<file path="src/rtl/mem_arb.sv">
// mem_arb: shares one RAM port between an instruction read requestor and a
// data read/write requestor. Data wins arbitration unless it has already been
// granted STARVE_MAX times in a row while an instruction fetch was waiting.
// Build macro MEM_ARB_TIMEOUT_EN adds a grant timeout: after TIMEOUT grant
// cycles without ACCESS the grant is aborted with an arb_err pulse.
// Handshake: a requestor raises its request with stable operands and holds
// them while its wait output is high; the transfer completes in the cycle
// its wait is low (RAM reports ACCESS). Dropping a request while granted
// abandons it silently.

package cpu_types_pkg;
   typedef enum logic [1:0] {
      FREE   = 2'd0,
      BUSY   = 2'd1,
      ACCESS = 2'd2,
      ERROR  = 2'd3
   } ramstate_t;
endpackage

module mem_arb
   import cpu_types_pkg::*;
#(
   parameter int STARVE_MAX = 4,
   parameter int TIMEOUT    = 15
) (
   input  logic        CLK,
   input  logic        RST,
   input  logic        iREN,
   input  logic [31:0] iaddr,
   output logic [31:0] iload,
   output logic        iwait,
   input  logic        dREN,
   input  logic        dWEN,
   input  logic [31:0] daddr,
   input  logic [31:0] dstore,
   output logic [31:0] dload,
   output logic        dwait,
   output logic        ramREN,
   output logic        ramWEN,
   output logic [31:0] ramaddr,
   output logic [31:0] ramstore,
   input  logic [31:0] ramload,
   input  ramstate_t   ramstate,
   output logic        arb_err
);

   typedef enum logic [1:0] {
      IDLE = 2'd0,
      IGNT = 2'd1,
      DGNT = 2'd2
   } state_t;

   localparam logic [2:0] STARVE_LIM = 3'(STARVE_MAX);

   // The starvation counter is 3 bits and the timeout counter 4 bits wide.
   if (STARVE_MAX < 1 || STARVE_MAX > 7 || TIMEOUT < 1 || TIMEOUT > 15) begin : g_param_check
      $error("mem_arb: STARVE_MAX must be 1..7 and TIMEOUT must be 1..15");
   end

   state_t     state;
   state_t     next_state;
   logic [2:0] starve_cnt;
   logic [2:0] starve_next;
   logic       d_req;
   logic       i_done;
   logic       d_done;
   logic       tmo;

   assign d_req = dREN | dWEN;

`ifdef MEM_ARB_TIMEOUT_EN
   localparam logic [3:0] TMO_LIM = 4'(TIMEOUT);
   logic [3:0] tmo_cnt;

   // Count grant cycles without ACCESS; cleared in IDLE and on every return to IDLE.
   always_ff @(posedge CLK or posedge RST) begin
      if (RST)
         tmo_cnt <= '0;
      else if (state == IDLE || next_state == IDLE)
         tmo_cnt <= '0;
      else
         tmo_cnt <= tmo_cnt + 4'd1;
   end

   assign tmo = (state != IDLE) && (tmo_cnt == TMO_LIM);
`else
   assign tmo = 1'b0;
`endif

   // State and starvation counter registers.
   always_ff @(posedge CLK or posedge RST) begin
      if (RST) begin
         state      <= IDLE;
         starve_cnt <= '0;
      end else begin
         state      <= next_state;
         starve_cnt <= starve_next;
      end
   end

   // Starvation count: data completions while a fetch waits, saturating.
   always_comb begin
      starve_next = starve_cnt;
      if (i_done)
         starve_next = '0;
      else if (d_done) begin
         if (!iREN)
            starve_next = '0;
         else if (starve_cnt < STARVE_LIM)
            starve_next = starve_cnt + 3'd1;
      end
   end

   // Arbitration next state plus RAM and requestor output muxing.
   always_comb begin
      next_state = state;
      ramREN     = 1'b0;
      ramWEN     = 1'b0;
      ramaddr    = '0;
      ramstore   = '0;
      iload      = '0;
      dload      = '0;
      iwait      = iREN;
      dwait      = d_req;
      arb_err    = 1'b0;
      i_done     = 1'b0;
      d_done     = 1'b0;
      case (state)
         IDLE: begin
            if (d_req && (!iREN || (starve_cnt < STARVE_LIM)))
               next_state = DGNT;
            else if (iREN)
               next_state = IGNT;
         end
         IGNT: begin
            ramREN  = iREN;
            ramaddr = iaddr;
            iload   = ramload;
            if (!iREN)
               next_state = IDLE;
            else if (ramstate == ACCESS) begin
               iwait      = 1'b0;
               i_done     = 1'b1;
               next_state = IDLE;
            end else if (ramstate == ERROR || tmo) begin
               arb_err    = 1'b1;
               next_state = IDLE;
            end
         end
         DGNT: begin
            ramaddr  = daddr;
            ramstore = dstore;
            dload    = ramload;
            ramWEN   = dWEN;
            ramREN   = dREN & ~dWEN;
            if (!d_req)
               next_state = IDLE;
            else if (ramstate == ACCESS) begin
               dwait      = 1'b0;
               d_done     = 1'b1;
               next_state = IDLE;
            end else if (ramstate == ERROR || tmo) begin
               arb_err    = 1'b1;
               next_state = IDLE;
            end
         end
         default: next_state = IDLE;
      endcase
      // Reset kills any in-flight access immediately, not at the next edge.
      if (RST) begin
         next_state = IDLE;
         ramREN     = 1'b0;
         ramWEN     = 1'b0;
         ramaddr    = '0;
         ramstore   = '0;
         iload      = '0;
         dload      = '0;
         arb_err    = 1'b0;
         i_done     = 1'b0;
         d_done     = 1'b0;
      end
   end

endmodule
</file>
<file path="config.mk">
export PLATFORM = sky130hd
export DESIGN_NAME = mem_arb
export DESIGN_NICKNAME = d
export VERILOG_FILES = /design/src/rtl/mem_arb.sv
export SDC_FILE = /design/constraint.sdc
export NUM_CORES = 1
export LEC_CHECK = 0
export BUFFER_PORTS_ARGS = -buffer_cell sky130_fd_sc_hd__buf_2
export CAP_MARGIN = 20
export CORE_AREA = 2 2 104 106
export CTS_CLUSTER_SIZE = 8
export DETAILED_ROUTE_END_ITERATION = 10
export DIE_AREA = 0 0 106 108
export PLACE_DENSITY = 0.47
export SLEW_MARGIN = 20
export SYNTH_ARGS = -nofsm -noshare
export SYNTH_HDL_FRONTEND = slang
export SYNTH_SLANG_ARGS = --single-unit
</file>
<file path="constraint.sdc">
create_clock -name CLK -period 4 [get_ports CLK]
set_clock_uncertainty 0.15 [all_clocks]
set_input_delay 0.2 -clock CLK [delete_from_list [all_inputs] [get_ports CLK]]
set_output_delay 0.2 -clock CLK [all_outputs]
set_load 0.005 [all_outputs]
</file>
==> results.json <==
{
  "yosys.area.top_type": "and2_1",
  "nets": 621,
  "ys_warn_count": 0,
  "wirelength_um": 8080,
  "dp_hpwl_um": 6750,
  "cellPowerDensity_mw_per_mm2": 137,
  "relSlewSlack_pct": 61.3,
  "hold_buffers": 1,
  "r2r_cells": 7,
  "clkLatencyLatePin_ns": 0.22,
  "fin_ws_ns": 1.51,
  "antenna_left": 0,
  "port_buffers": 267,
  "h-tree-depth": 1,
  "die_x_um": 106,
  "grt_pass1_vias": 2433,
  "status": "finished clean",
  "drc_errors": 0,
  "grt_pass1_wl_um": 11500,
  "hold_depth": 4,
  "slowest_delay_ns": 0.58,
  "avgSynthCellArea_um2": 6.69,
  "grt.total_usage_pct": 12.4,
  "syn-cell-area_mm2": 0.00151,
  "gr-total-overflow": 0,
  "maxSlewViolCount": 0,
  "ys_seq_area_share_pct": 8.31,
  "place_congestion": 0.821,
  "min-delay-path-class": "input port to register",
  "ioPinCount": 268,
  "p_leak_nw": 1.85,
  "worstPathArrival_ns": 2.14,
  "hold_viol_final": 0,
  "worst-endpoint-required_ns": 3.65,
  "routed_via_density": 4.18,
  "die_area_mm2": 0.0114,
  "fmax_ghz": 0.402,
  "worstSetupPathType": "register to output port",
  "wire_per_inst_um": 13.1,
  "cts_resized": 0,
  "post_cts_buffers": 0,
  "drive_gt1_share_pct": 58.8,
  "area.growth.synth_to_final_pct": 99.7,
  "cts_tree": "done",
  "clockBufferDepth": 2,
  "end_kind": "output port",
  "irDropWorstVdd_mv": 0.0892,
  "antenna_found_initial": 0,
  "yosys.area.top_type_share_pct": 40.3,
  "slowest_stage": "nor2b_4",
  "vias": 2575,
  "clkSlewWorstSetupHoldPaths_ns": 0.04,
  "coreArea_mm2": 0.0102,
  "min_period_ns": 2.49,
  "yosys-top-cells-area": "and2_1 (40%), a22oi_1 (16%), nor2_1 (8.7%)",
  "ctsRootBufferMaster": "clkbuf_8",
  "path_cells": "inv_1 -> ha_1 -> buf_4 -> nor2b_4 -> and2_1 -> buf_2",
  "start_util_pct": 14.7,
  "first_pass_iters": 4,
  "fillers": 1155,
  "fin_crit_sh_pct": 62.2,
  "critPathLaunchType": "register",
  "setup_viol": 0,
  "ys_ff_latch": 5,
  "finalSetupTns_ns": 0,
  "postSynthCellCount": 225,
  "diodes": 0,
  "post-place-ws_ns": 1.55,
  "fp.dieH_um": 108,
  "clock_sinks": 5,
  "synthesis.nets": 365,
  "drt_iter0_markers": 98,
  "worstMarginPinSlew_ns": 0.579,
  "maxCapViolCount": 0,
  "cts_made_buffers": 3,
  "grt_setup_unrepaired": "no",
  "rows": 37,
  "synth.distinct_cells": 27,
  "critPathMaxFanout": 35,
  "grt_max_degree": 68
}
## worst paths after layout
path	end	startpoint	slack, ns
min	state[1]	iREN	0.28
max reg2reg	starve_cnt[0]	state[1]	1.58
max in group asynchronous	starve_cnt[2]	RST	3.15
min reg2reg	starve_cnt[1]	starve_cnt[1]	0.37
max	iload[14]	state[1]	1.51
min in group asynchronous	starve_cnt[1]	RST	0.37
## cells in the mapped netlist, drive strengths merged
master and count:
a2111oi 1, a22oi 32, nand4b 1, mux2 1, a2bb2oi 1, o21ai 1, nand2 4, nor2 35
ha 5, a21oi 3, clkbuf 10, a22o 3, and2b 1, a31oi 1, o311ai 1, nor2b 2
buf 11, dfrtp 5, a211oi 1, nor3 1, o32ai 2, and2 97, inv 5, nand3b 1
## sequential cells by signal, summed over array words and instances (netlist names)
signal and count:
state 2, starve_cnt 3
## cell type report
type | count | area [um^2] | share of cell area, %
clock buffer | 4 | 45.0 | 1.50
inverter | 5 | 18.8 | 0.624
multi-input combinational | 194 | 1260 | 41.8
sequential | 5 | 125 | 4.16
tap | 136 | 170 | 5.66
timing repair buffer | 272 | 1390 | 46.2
## power by group
part / switching, mW / leakage, nW / internal [mW]
sequential: 0.00503 / 0.0673 / 0.0572
clock: 0.0281 / 0.0228 / 0.0687
combinational: 0.121 / 1.76 / 0.131
## metrics by stage
stage | area (um^2) | util [%] | hold slack [ns] | power (mW) | cells
final | 3010 | 29.4 | 0.277 | 0.411 | 616
after global routing | 3010 | 29.4 | 0.311 | 0.443 | 616
after CTS | 2990 | 29.2 | 0.281 | 0.412 | 615
after detailed placement | 2930 | 28.6 | 0.0547 | 0.313 | 610
after global placement | 2930 | 28.6 | 0.0498 | 0.309 | 610
after floorplan | 1510 | - | -0.163 | 0.184 | 225
## per-layer routing
layer / GRT usage [%] / share of wire (%) / up-vias / routed length [um]
li1: - / - / 1263 / -
met1: 14.1 / 40 / 1136 / 3200
met2: 23.1 / 49 / 168 / 3930
met3: 3.62 / 10 / 8 / 808
met4: 2.54 / 1.8 / 0 / 144
met5: 0 / 0 / - / 0
## cell usage in the layout, fill, tap and decap left out, types with 2 or more instances in the layout
master    instances
a22oi_1          32
inv_1             5
buf_4             3
a22o_1            3
and2_1           97
clkbuf_8          3
buf_2           267
dfrtp_1           5
o32ai_1           2
a21oi_1           3
nor2_1           35
nand2_1           4
nor2b_4           2
ha_1              5
## cell families (layout without fill, tap and decap cells)
logic type / Yosys count / after routing / share of synthesized area (%)
mux: 1 / 1 / 0.997
fa+ha+maj: 5 / 5 / 4.16
simple gates: 142 / 142 / 53.8
compound gates: 46 / 46 / 24.3
buf+inv: 26 / 281 / 8.48
flops: 5 / 5 / 8.31
## worst max-delay path, delay by kind of cell (launching register included)
| family | cells | cell delay, ns |
|---|---|---|
| buffers and inverters | 3 | 0.57 |
| adder cells (fa/ha/maj) | 1 | 0.15 |
| AND/OR/NAND/NOR | 2 | 0.79 |
| flip-flops | 1 | 0.39 |
(Power assumes the default switching activity.)
